### config.mk
export PLATFORM = sky130hd
export DESIGN_NAME = vga_frame_reader
export DESIGN_NICKNAME = d
export VERILOG_FILES = /design/src/rtl/vga_frame_reader.sv
export SDC_FILE = /design/constraint.sdc
export NUM_CORES = 1
export LEC_CHECK = 0
export BUFFER_PORTS_ARGS = -buffer_cell sky130_fd_sc_hd__buf_2
export CORE_ASPECT_RATIO = 1.4
export CORE_MARGIN = 5
export CORE_UTILIZATION = 50
export DETAILED_ROUTE_END_ITERATION = 10
export PLACE_DENSITY = 0.7
export SYNTH_ARGS = -nofsm -noshare
export SYNTH_HDL_FRONTEND = slang
export SYNTH_SLANG_ARGS = --single-unit
### constraint.sdc
create_clock -name clk -period 3.6 [get_ports clk]
set_input_delay 0.72 -clock clk [delete_from_list [all_inputs] [get_ports clk]]
set_output_delay 0.72 -clock clk [all_outputs]
set_load 0.01 [all_outputs]
### src/rtl/vga_frame_reader.sv
// vga_frame_reader: scans a 640x480@60 raster and fetches one dmem byte per
// image pixel through the VGA read port, emitting grey RGB plus sync/blank.
// The image is IMG_W x IMG_H bytes, each byte magnified SCALE x SCALE on screen.
// Optional feature macro: VGA_BORDER_EN -- paints the outer one-pixel ring of
// the active area and every active pixel outside the image solid red.
module vga_frame_reader #(
  parameter int CLK_DIV  = 2,
  parameter int H_ACTIVE = 640,
  parameter int H_FP     = 16,
  parameter int H_SYNC   = 96,
  parameter int H_BP     = 48,
  parameter int V_ACTIVE = 480,
  parameter int V_FP     = 10,
  parameter int V_SYNC   = 2,
  parameter int V_BP     = 33,
  parameter int IMG_BASE = 0,
  parameter int IMG_W    = 25,
  parameter int IMG_H    = 25,
  parameter int SCALE    = 16
) (
  input  logic        clk,
  input  logic        reset,
  output logic [31:0] avga,
  input  logic [31:0] rdvga,
  output logic [7:0]  vga_r,
  output logic [7:0]  vga_g,
  output logic [7:0]  vga_b,
  output logic        hsync,
  output logic        vsync,
  output logic        blank_n,
  output logic        frame_start
);

  localparam int H_TOTAL = H_ACTIVE + H_FP + H_SYNC + H_BP;
  localparam int V_TOTAL = V_ACTIVE + V_FP + V_SYNC + V_BP;
  localparam int HW  = $clog2(H_TOTAL);
  localparam int VW  = $clog2(V_TOTAL);
  localparam int DW  = (CLK_DIV > 1) ? $clog2(CLK_DIV) : 1;
  localparam int SW  = (SCALE > 1) ? $clog2(SCALE) : 1;
  localparam int IXW = (IMG_W > 1) ? $clog2(IMG_W) : 1;
  localparam int IYW = (IMG_H > 1) ? $clog2(IMG_H) : 1;

  localparam logic [31:0] H_LAST   = 32'(H_TOTAL - 1);
  localparam logic [31:0] V_LAST   = 32'(V_TOTAL - 1);
  localparam logic [31:0] HS_START = 32'(H_ACTIVE + H_FP);
  localparam logic [31:0] HS_END   = 32'(H_ACTIVE + H_FP + H_SYNC);
  localparam logic [31:0] VS_START = 32'(V_ACTIVE + V_FP);
  localparam logic [31:0] VS_END   = 32'(V_ACTIVE + V_FP + V_SYNC);
  localparam logic [31:0] IMG_XEND = 32'(IMG_W * SCALE);
  localparam logic [31:0] IMG_YEND = 32'(IMG_H * SCALE);

  logic [DW-1:0]  div_q, div_d;
  logic [HW-1:0]  hcnt_q, hcnt_d;
  logic [VW-1:0]  vcnt_q, vcnt_d;
  logic [SW-1:0]  sx_q, sx_d, sy_q, sy_d;
  logic [IXW-1:0] ix_q, ix_d;
  logic [IYW-1:0] iy_q, iy_d;
  logic [31:0]    row_base_q, row_base_d;
  logic [7:0]     r_q, r_d, g_q, g_d, b_q, b_d;
  logic           hs_q, hs_d, vs_q, vs_d, bl_q, bl_d, fs_q, fs_d;

  logic        pe, h_wrap, v_wrap, in_image, active;
  logic [31:0] h32, v32;
  logic        unused_rd_hi;

  // Only the low byte of the memory word carries the pixel.
  assign unused_rd_hi = ^rdvga[31:8];

  assign h32      = 32'(hcnt_q);
  assign v32      = 32'(vcnt_q);
  assign pe       = (div_q == DW'(CLK_DIV - 1));
  assign h_wrap   = (h32 == H_LAST);
  assign v_wrap   = (v32 == V_LAST);
  assign in_image = (h32 < IMG_XEND) && (v32 < IMG_YEND);
  assign active   = (h32 < 32'(H_ACTIVE)) && (v32 < 32'(V_ACTIVE));

  // Fetch address is combinational from the registered sub-counters.
  always_comb begin
    avga = 32'(IMG_BASE);
    if (in_image) avga = 32'(IMG_BASE) + row_base_q + 32'(ix_q);
  end

  // Raster and image sub-counter next state; everything moves only on pe.
  always_comb begin
    div_d      = pe ? '0 : div_q + 1'b1;
    hcnt_d     = hcnt_q;
    vcnt_d     = vcnt_q;
    sx_d       = sx_q;
    ix_d       = ix_q;
    sy_d       = sy_q;
    iy_d       = iy_q;
    row_base_d = row_base_q;
    if (pe) begin
      hcnt_d = h_wrap ? '0 : hcnt_q + 1'b1;
      if (h_wrap) begin
        sx_d = '0;
        ix_d = '0;
      end else if (!(ix_q == IXW'(IMG_W - 1) && sx_q == SW'(SCALE - 1))) begin
        if (sx_q == SW'(SCALE - 1)) begin
          sx_d = '0;
          ix_d = ix_q + 1'b1;
        end else begin
          sx_d = sx_q + 1'b1;
        end
      end
      if (h_wrap) begin
        vcnt_d = v_wrap ? '0 : vcnt_q + 1'b1;
        if (v_wrap) begin
          sy_d       = '0;
          iy_d       = '0;
          row_base_d = '0;
        end else if (!(iy_q == IYW'(IMG_H - 1) && sy_q == SW'(SCALE - 1))) begin
          if (sy_q == SW'(SCALE - 1)) begin
            sy_d       = '0;
            iy_d       = iy_q + 1'b1;
            row_base_d = row_base_q + 32'(IMG_W);
          end else begin
            sy_d = sy_q + 1'b1;
          end
        end
      end
    end
  end

  // Output pixel for the current counters; registered on pe so it lags by one tick.
  always_comb begin
    hs_d = !((h32 >= HS_START) && (h32 < HS_END));
    vs_d = !((v32 >= VS_START) && (v32 < VS_END));
    bl_d = active;
    r_d  = (active && in_image) ? rdvga[7:0] : 8'h00;
    g_d  = r_d;
    b_d  = r_d;
`ifdef VGA_BORDER_EN
    if (active && (!in_image || h32 == 32'd0 || h32 == 32'(H_ACTIVE - 1) ||
                   v32 == 32'd0 || v32 == 32'(V_ACTIVE - 1))) begin
      r_d = 8'hFF;
      g_d = 8'h00;
      b_d = 8'h00;
    end
`endif
    fs_d = pe && h_wrap && v_wrap;
  end

  // State registers; frame_start is rewritten every clk so it is a single-clk pulse.
  always_ff @(posedge clk) begin
    if (reset) begin
      div_q      <= '0;
      hcnt_q     <= '0;
      vcnt_q     <= '0;
      sx_q       <= '0;
      ix_q       <= '0;
      sy_q       <= '0;
      iy_q       <= '0;
      row_base_q <= '0;
      r_q        <= '0;
      g_q        <= '0;
      b_q        <= '0;
      hs_q       <= 1'b1;
      vs_q       <= 1'b1;
      bl_q       <= 1'b0;
      fs_q       <= 1'b0;
    end else begin
      div_q      <= div_d;
      hcnt_q     <= hcnt_d;
      vcnt_q     <= vcnt_d;
      sx_q       <= sx_d;
      ix_q       <= ix_d;
      sy_q       <= sy_d;
      iy_q       <= iy_d;
      row_base_q <= row_base_d;
      fs_q       <= fs_d;
      if (pe) begin
        r_q  <= r_d;
        g_q  <= g_d;
        b_q  <= b_d;
        hs_q <= hs_d;
        vs_q <= vs_d;
        bl_q <= bl_d;
      end
    end
  end

  assign vga_r       = r_q;
  assign vga_g       = g_q;
  assign vga_b       = b_q;
  assign hsync       = hs_q;
  assign vsync       = vs_q;
  assign blank_n     = bl_q;
  assign frame_start = fs_q;

endmodule
[Yosys cells after proc, flatten, opt, wreduce, memory -nomap -nowiden]
Index checks and enable logic that the tools add are counted.
Storage, ports and cells
  output and inout bits: 60
  input bits: 34
  logic and storage cells: 76
  flip-flop bits (word level): 83
Operators by class
  order comparisons: 8
  add/sub/neg operators: 9
  reduce and logical (&&, ||, !) cells: 19
  mux-type cells: 19
  equality and inequality tests: 8
Operator list (count)
  32-bit 2-to-1 mux: 4
  10-bit by 9-bit < comparator with 1-bit output, second input constant: 4
  32-bit by 5-bit adder with 32-bit output: 1
  32-bit by 5-bit adder with 32-bit output, second input constant: 1
  5-bit 2-to-1 mux: 6
  4-bit 2-to-1 mux: 6
  10-bit by 1-bit adder with 10-bit output, second input constant: 2
  10-bit equality test, second input constant: 2
  10-bit < comparator, second input constant: 2
  10-bit 2-to-1 mux: 2
  5-bit by 1-bit adder with 5-bit output, second input constant: 2
  5-bit equality test, second input constant: 2
  10-bit greater-or-equal comparator, second input constant: 1
  10-bit by 9-bit greater-or-equal comparator with 1-bit output, second input constant: 1
  1-bit logical AND: 9
  4-bit by 1-bit adder with 4-bit output, second input constant: 2
  4-bit equality test, second input constant: 2
  8-bit 2-to-1 mux: 1
  3-bit AND reduction: 2
  2-bit inequality test, second input constant: 2
  2-bit AND reduction: 2
  4-bit AND reduction: 1
  2-bit nonzero test: 2
  1-bit zero test: 2
  other kinds (2): 2

[Depth between registers and ports, before layout]
Gate-level depths: netlist of run 1.
  depth in word-level cells: 4
  mapped depth: 10
  mapped depth without buffers: 8

[Least setup slack after synthesis of run 1]
Ideal clock, no wire load.
  kind: register to output
  from: register row_base_q[0]
  to: output port avga[28]
  arrival: 2.335 ns
  slack: 0.545 ns
  buffers on the path: 1
  required time: 2.880 ns
  cell stages (with the launch flop): 10
  path through: dfxtp_1 -> ha_1 -> inv_1 -> fa_1 -> nor2b_1 -> o31a_1 -> clkbuf_1 -> nor2_1 -> or4_1 -> a21oi_1
Between the ends
  word-level cells in the longest chain between the ends: 2
Ends and longest elaborated chain
  start, declared: RTL line 58  | logic [31:0] row_base_q, row_base_d;
  start signal, assigned: RTL line 170  | row_base_q <= row_base_d;
  32-bit by 5-bit adder with 32-bit output: RTL line 80  | if (in_image) avga = 32'(IMG_BASE) + row_base_q + 32'(ix_q);
  32-bit 2-to-1 mux: RTL line 80
  end, declared: RTL line 23  | output logic [31:0] avga,
Every way passes these cells.

[Final worst setup path of run 1]
Same ends and word-level chain as after synthesis.

==> results of run 1 <==
## state kept, by name, summed over array words and instances (netlist names)
name,count
row_base_q,32
hcnt_q,10
vcnt_q,10
vga_b,8
ix_q,5
iy_q,5
sx_q,4
sy_q,4
blank_n,1
div_q,1
frame_start,1
hsync,1
vsync,1
## cells in the final DEF, fill, tap and decap left out, types with 2 or more instances in the layout
| cell type | count |
|---|---|
| a211o_1 | 3 |
| a211oi_1 | 4 |
| a21o_1 | 2 |
| a21oi_1 | 54 |
| a22o_1 | 8 |
| a22oi_1 | 3 |
| a32oi_1 | 2 |
| and2_1 | 3 |
| and3_1 | 9 |
| and4_1 | 5 |
| buf_2 | 69 |
| buf_4 | 11 |
| clkbuf_16 | 9 |
| clkbuf_8 | 2 |
| dfxtp_1 | 83 |
| ha_1 | 15 |
| inv_1 | 18 |
| nand2_1 | 35 |
| nand2b_1 | 2 |
| nand3_1 | 17 |
| nand4_1 | 20 |
| nor2_1 | 64 |
| nor2b_1 | 5 |
| nor3_1 | 12 |
| nor4_1 | 4 |
| o2111ai_1 | 4 |
| o211ai_1 | 9 |
| o21a_1 | 2 |
| o21ai_0 | 40 |
| o21bai_1 | 2 |
| o31ai_1 | 14 |
| or3_1 | 30 |
| or4_1 | 16 |
| xnor2_1 | 7 |
| xor2_1 | 29 |
## power groups by stage
stage	logic, uW	clock network [uW]	registers [uW]
2_1_floorplan	56.3	0	965
3_3_place_gp	79.2	0	962
3_5_place_dp	80.3	0	963
4_1_cts	80.5	870	943
5_1_grt	87.5	905	944
6_report	79.1	845	943
## layout make-up
| class | count | share of cell area, % |
|---|---|---|
| Multi-Input combinational cell | 448 | 52.55 |
| Sequential cell | 83 | 30.75 |
| Timing Repair Buffer | 80 | 7.920 |
| Clock buffer | 12 | 4.748 |
| Tap cell | 110 | 2.547 |
| Inverter | 18 | 1.251 |
| Clock inverter | 2 | 0.2316 |
## layer usage
layer  part of all wire (%)  wire length, um  GRT usage, %  vias to the layer above
met1                     41             4666         22.87                     2118
met2                     52             5985         36.58                       81
met3                    3.8              439         2.704                       19
li1                       -                -             -                     2258
met4                    3.1              353         11.46                        0
met5                      0                0             0                        -
## synthesized netlist by cell type (all sizes together) (2+ instances only)
master   count
nand2       35
nor4         6
nor3        12
a211o        3
nand3       17
dfxtp       83
xnor2        7
inv         18
a211oi       4
nand2b       2
or3         30
a22oi        3
and2         3
o21bai       2
and4         5
ha          16
o31ai       14
o211ai       9
nor2b        6
o21a         2
a22o         8
nor2        65
o21ai       41
nand4       21
nand4b       2
or4         17
clkbuf      25
o2111ai      4
a21oi       54
a21o         2
xor2        29
a32oi        2
and3         9
buf         19
## through the flow
stage               area (um2)  setup WS (ps)  hold WS, ps  instances
finish                    5403          148.8        453.5        753
floorplan                 4770          544.8        457.5        593
global route              5403          29.68        485.0        753
CTS                       5383          34.77        457.7        752
detailed placement        5100          306.7        438.4        737
global placement          5100          348.7        430.0        737
## worst max-delay path, cell delays in order (launching register included)
cell and delay (ps):
dfxtp_1 390, ha_2 220, inv_1 50, fa_1 390
nor2b_2 170, o31a_1 130, buf_4 150, nor2_2 70
or4_1 510, a21oi_1 150, buf_2 140
## cell families after synthesis
kind of cell    Yosys count  share of synthesized area [%]
simple gates            236                          26.71
xor+xnor                 36                          6.611
flops                    83                          34.84
buf+inv                  62                          6.348
fa+ha+maj                17                          4.617
mux                       2                         0.4460
compound gates          157                          20.44
## path summary, 6_finish.rpt
path | to | slack, ps
min | blank_n | 450
max | avga[28] | 150
min reg2reg | blank_n | 450
max reg2reg | row_base_q[14] | 740
## timing repair
item / CTS / global route
hold endpoints to repair: 0 / 0
pin swaps: 1 / 1
setup buffers: 1 / 1
gates resized for setup: 2 / 3
endpoints found under the setup margin: 5 / 4
==> results.py, run 1 <==
metrics = {
    "outcome": {
        "status": "finished clean",
    },
    "pwr": {
        "p_leak_uw": 0.002089,
        "vdd_drop_max_mv": 0.2493,
        "p_seq_share_pct": 50.5,
        "switching_share_pct": 21.83,
        "power.internal_uw": 1459,
        "power_density_nw_per_um2": 345.4,
        "p_clk_share_pct": 45.3,
        "total_power_uw": 1866,
        "p_switching_uw": 407.3,
        "combinationalPowerShare_pct": 4.2,
    },
    "final_layout": {
        "layout-drive-gt1-share_pct": 16.64,
        "area_growth_pct": 13.27,
        "utilization_pct": 57.44,
        "diodes": 0,
        "layout.nets": 691,
        "multi_input_area_um2": 2839,
        "fill_cells": 864,
        "register_area_um2": 1662,
    },
    "worst_setup_path": {
        "startpoint": "row_base_q[0]",
        "cp_max_fo": 4,
        "rr_worst_depth": 6,
        "end_kind": "output pin",
        "arrival_ps": 2730,
        "critical_path_class": "reg2out",
        "r2r-start": "hcnt_q[0]",
        "startpoint_type": "flip-flop",
        "critical_path_required_ps": 2880,
    },
    "sta": {
        "slew_viol_final": 0,
        "tightest_slew_ps": 857.0,
        "hold_violations": 0,
        "setup_violations": 0,
        "rsz0062_at_grt": "no",
        "fin_crit_sh_pct": 95.87,
        "fin_setup_tns_ps": 0,
        "relSlewSlack_pct": 42.74,
        "skew_ps": 5.358,
        "max_freq_ghz": 0.2898,
        "min_period_ps": 3451,
    },
    "floorplan": {
        "core_area_um2": 9407,
        "die_y_um": 125.6,
        "fp-row-count": 42,
        "io_pins": 94,
        "die_area_um2": 11620,
        "die_w_um": 92.55,
        "start_util_pct": 50.70,
    },
    "clock_tree": {
        "clk_transition_reported_paths_ps": 60,
        "cts_buffers": 9,
        "clkLatencyLatePin_ps": 330,
        "cts_root_buffer": "clkbuf_16",
        "htree_levels": 3,
        "tritoncts": "built",
        "cts_max_path_buffers": 2,
        "cts.sinks": 83,
        "hold_buffers": 0,
    },
    "routing": {
        "drc": 0,
        "routed_wl_um": 11450,
        "vias": 4476,
        "drtPass1Iterations": 5,
        "wl_per_cell_um": 15.20,
        "via_per_inst": 5.944,
        "drt_iter0_drc": 192,
        "antenna_left": 0,
    },
    "job": {
        "maxCapViolCount": 0,
    },
    "global_routing": {
        "grt_max_degree": 33,
        "antenna_found_initial": 0,
        "grt_pass1_wl_um": 19670,
        "first_global_vias": 4224,
        "grt_overflow": 0,
        "grtUsageTotal_pct": 20.42,
    },
    "yosys": {
        "synthTopCellsByArea": "dfxtp_1 35%, a21oi_1 5.7%, xor2_1 5.3%",
        "synth_top_cell_by_area": "dfxtp_1",
        "ys_types": 59,
        "synth_seq_cells": 83,
        "seq_area_frac_synth_pct": 34.84,
        "async_flop_share_pct": 0,
        "ys_warn_count": 0,
        "avgSynthCellArea_um2": 8.043,
        "netlist.area_leader.share_pct": 34.84,
        "synth_nets": 644,
        "synth-edff-count": 0,
        "synth_cells": 593,
        "synthFlopType": "dfxtp_1",
        "synth_area_um2": 4770,
    },
    "worst_hold_path": {
        "hold_class": "reg2reg",
        "hold_start": "blank_n",
        "min_path_cells": 2,
    },
    "placement": {
        "place_congestion": 0.8569,
        "dp_hpwl_um": 8308,
        "io_buffers": 69,
    },
}
No activity file was read; power rests on OpenSTA's default activity.
==> inputs of run 2 (changes only) <==
--- a/config.mk
+++ b/config.mk
@@ -5,12 +5,13 @@
 export SDC_FILE = /design/constraint.sdc
 export NUM_CORES = 1
 export LEC_CHECK = 0
+export ABC_AREA = 1
 export BUFFER_PORTS_ARGS = -buffer_cell sky130_fd_sc_hd__buf_2
 export CORE_ASPECT_RATIO = 1.4
 export CORE_MARGIN = 5
 export CORE_UTILIZATION = 50
 export DETAILED_ROUTE_END_ITERATION = 10
-export PLACE_DENSITY = 0.7
+export PLACE_DENSITY = 0.69
 export SYNTH_ARGS = -nofsm -noshare
 export SYNTH_HDL_FRONTEND = slang
 export SYNTH_SLANG_ARGS = --single-unit
==> run 2 against run 1 <==
  * Clock-buffer cell count shrank 3
  * Global-route usage increased by 2.3 points
  * Design area up 20%
  * Flip-flop and latch count unchanged
  * Total power up 11%
  * Via count grew 32%
  * Critical path depth up 3
  * Core utilization fell by 0.74 points
  * Register-to-register slack better by 190 ps
  * Largest power group is now the clock network
==> results.py, run 2 <==
metrics = {
    "global_routing": {
        "grt_max_degree": 48,
        "grt_overflow": 0,
        "antenna_found_initial": 0,
        "first_global_vias": 5573,
        "grtUsageTotal_pct": 22.77,
        "grt_pass1_wl_um": 25480,
    },
    "worst_setup_path": {
        "r2r-end": "row_base_q[0]",
        "crit_path_frequent_cell": "nand2_1",
        "path_cells": "ha_1 > inv_1 > fa_1 > inv_1 > nand3_1 > nand2_1 > a21oi_1 > nor2_2 > nand3_1 > nand2_1 > nand2_1 > nor2_1 > buf_2",
        "critical_path_class": "reg2out",
        "startpoint_type": "flip-flop",
        "end_kind": "output pin",
        "arrival_ps": 2620,
        "critical_path_required_ps": 2880,
        "crit_slowest_cell": "dfxtp_1",
        "slowest_delay_ps": 400,
        "cp_max_fo": 6,
        "r2r-start": "vcnt_q[0]",
        "r2r_slack_ps": 930,
        "rr_worst_depth": 9,
    },
    "final_layout": {
        "fill_cells": 1218,
        "mostFrequentLayoutCell": "nand2_1",
        "layout.nets": 1034,
        "area_growth_pct": 10.55,
        "final_cell_mix": "207 x nand2_1, 165 x nor2_1, 121 x inv_1",
        "layout-drive-gt1-share_pct": 13.66,
        "top_register": "row_base_q",
        "top_regs": "row_base_q: 32 flops, hcnt_q: 10 flops, vcnt_q: 10 flops",
        "diodes": 0,
        "finalNonFillerCells": 1132,
        "largest_register_ffs": 32,
    },
    "yosys": {
        "seq_area_frac_synth_pct": 28.43,
        "synthFlopType": "dfxtp_1",
        "ys_types": 44,
        "synth_nets": 988,
        "yosysMostFrequentCell": "nand2_1",
        "ys_top_cells_by_count": "207 x nand2_1, 165 x nor2_1, 121 x inv_1",
        "async_flop_share_pct": 0,
        "synth_cells": 937,
        "synth_top_cell_by_area": "dfxtp_1",
        "synth-edff-count": 0,
        "netlist.area_leader.share_pct": 28.43,
        "synth_seq_cells": 83,
        "synth_area_um2": 5844,
        "avgSynthCellArea_um2": 6.237,
        "synthTopCellsByArea": "dfxtp_1 28%, nand2_1 13%, nor2_1 11%",
        "ys_warn_count": 0,
    },
    "sta": {
        "fin_crit_sh_pct": 92.72,
        "relSlewSlack_pct": 27.63,
        "skew_ps": 7.101,
        "min_period_ps": 3338,
        "setup_violations": 0,
        "hold_violations": 0,
        "slew_viol_final": 0,
        "hold_ws_ps": 465.8,
        "tightest_slew_ps": 1085,
        "fin_setup_tns_ps": 0,
        "max_freq_ghz": 0.2996,
        "rsz0062_at_grt": "no",
    },
    "floorplan": {
        "die_y_um": 137.9,
        "core_area_um2": 11400,
        "start_util_pct": 51.28,
        "die_area_um2": 13980,
        "die_w_um": 101.4,
        "fp-row-count": 46,
        "io_pins": 94,
    },
    "clock_tree": {
        "hold_buffers": 0,
        "cts_max_path_buffers": 2,
        "htree_levels": 3,
        "post_cts_resized": 0,
        "clk_transition_reported_paths_ps": 70,
        "post_cts_buffers": 0,
        "clkLatencyLatePin_ps": 350,
        "cts.sinks": 83,
        "cts_root_buffer": "clkbuf_16",
        "cts_buffers": 9,
        "tritoncts": "built",
    },
    "worst_hold_path": {
        "min_path_cells": 2,
        "hold_class": "reg2reg",
        "hold_start": "blank_n",
        "hold_path_end": "blank_n",
    },
    "routing": {
        "drtPass1Iterations": 5,
        "vias": 5907,
        "antenna_left": 0,
        "wl_per_cell_um": 13.69,
        "via_per_inst": 5.218,
        "drc": 0,
        "routed_wl_um": 15490,
        "drt_iter0_drc": 238,
    },
    "pwr": {
        "power_density_nw_per_um2": 319.7,
        "p_leak_uw": 0.002869,
        "vdd_drop_max_mv": 0.1928,
    },
    "outcome": {
        "status": "finished clean",
    },
    "placement": {
        "place_congestion": 0.8999,
        "dp.cells": 1116,
        "dp_hpwl_um": 11550,
        "io_buffers": 69,
    },
    "job": {
        "maxCapViolCount": 0,
    },
}
==> run 2: final cells by class <==
class                   instances  area (um2)  area share (%)
clock buffers                   9       225.2           3.486
flip-flops and latches         83        1662           25.72
well taps                     144       180.2           2.789
repair buffers                 71       360.3           5.577
multi-input cells             689        3445           53.31
clock inverters                 7       105.1           1.627
inverters                     129       484.2           7.494
==> run 2: layer usage <==
| metal | share of wire [%] | vias to the layer above | global-route usage, % |
|---|---|---|---|
| met5 | 0 | - | 0 |
| met4 | 4.1 | 0 | 11.16 |
| met3 | 4.5 | 46 | 3.976 |
| met2 | 51 | 149 | 42.21 |
| met1 | 40 | 2646 | 24.49 |
| li1 | - | 3066 | - |
==> run 2: cell families after synthesis <==
family	count (synthesis)	share of synthesized area, %
adder cells (fa/ha/maj)	17	3.768
buffers and inverters	165	12.63
flip-flops	83	28.43
XOR/XNOR	18	2.697
AND/OR/NAND/NOR	543	42.05
AO/OA/AOI/OAI	111	10.43
==> run 2: worst max-delay path by stage <==
stage	startpoint	to	cells after the start	slack, ps
2_1_floorplan	ix_q[0]	avga[26]	12	1020
3_3_place_gp	row_base_q[0]	avga[26]	13	680
3_5_place_dp	row_base_q[0]	avga[26]	13	640
4_1_cts	row_base_q[0]	avga[26]	13	250
5_1_grt	row_base_q[0]	avga[26]	13	7
6_report	row_base_q[0]	avga[26]	13	260
==> run 2: per-stage QoR <==
stage / instance area, um2 / utilization [%] / total power, uW / worst slack, ps
2_1_floorplan: 5844 / - / 1022 / 1023
3_3_place_gp: 6131 / 53.80 / 1039 / 680.3
3_5_place_dp: 6131 / 53.80 / 1041 / 637.0
4_1_cts: 6461 / 56.70 / 2088 / 251.5
5_1_grt: 6461 / 56.70 / 2134 / 7.109
6_report: 6461 / 56.70 / 2066 / 262.2
==> run 2: critical path: cells and delay by family, from the launching register on <==
kind	cells	cell delay, ps
AND/OR/NAND/NOR	7	840
adder cells (fa/ha/maj)	2	560
flip-flops	1	400
buffers and inverters	3	320
AO/OA/AOI/OAI	1	180
==> run 2: power breakdown <==
part	total, uW	switching (uW)	internal [uW]
logic	80.8	52.1	28.8
clock network	1050	426	621
registers	938	10.3	928
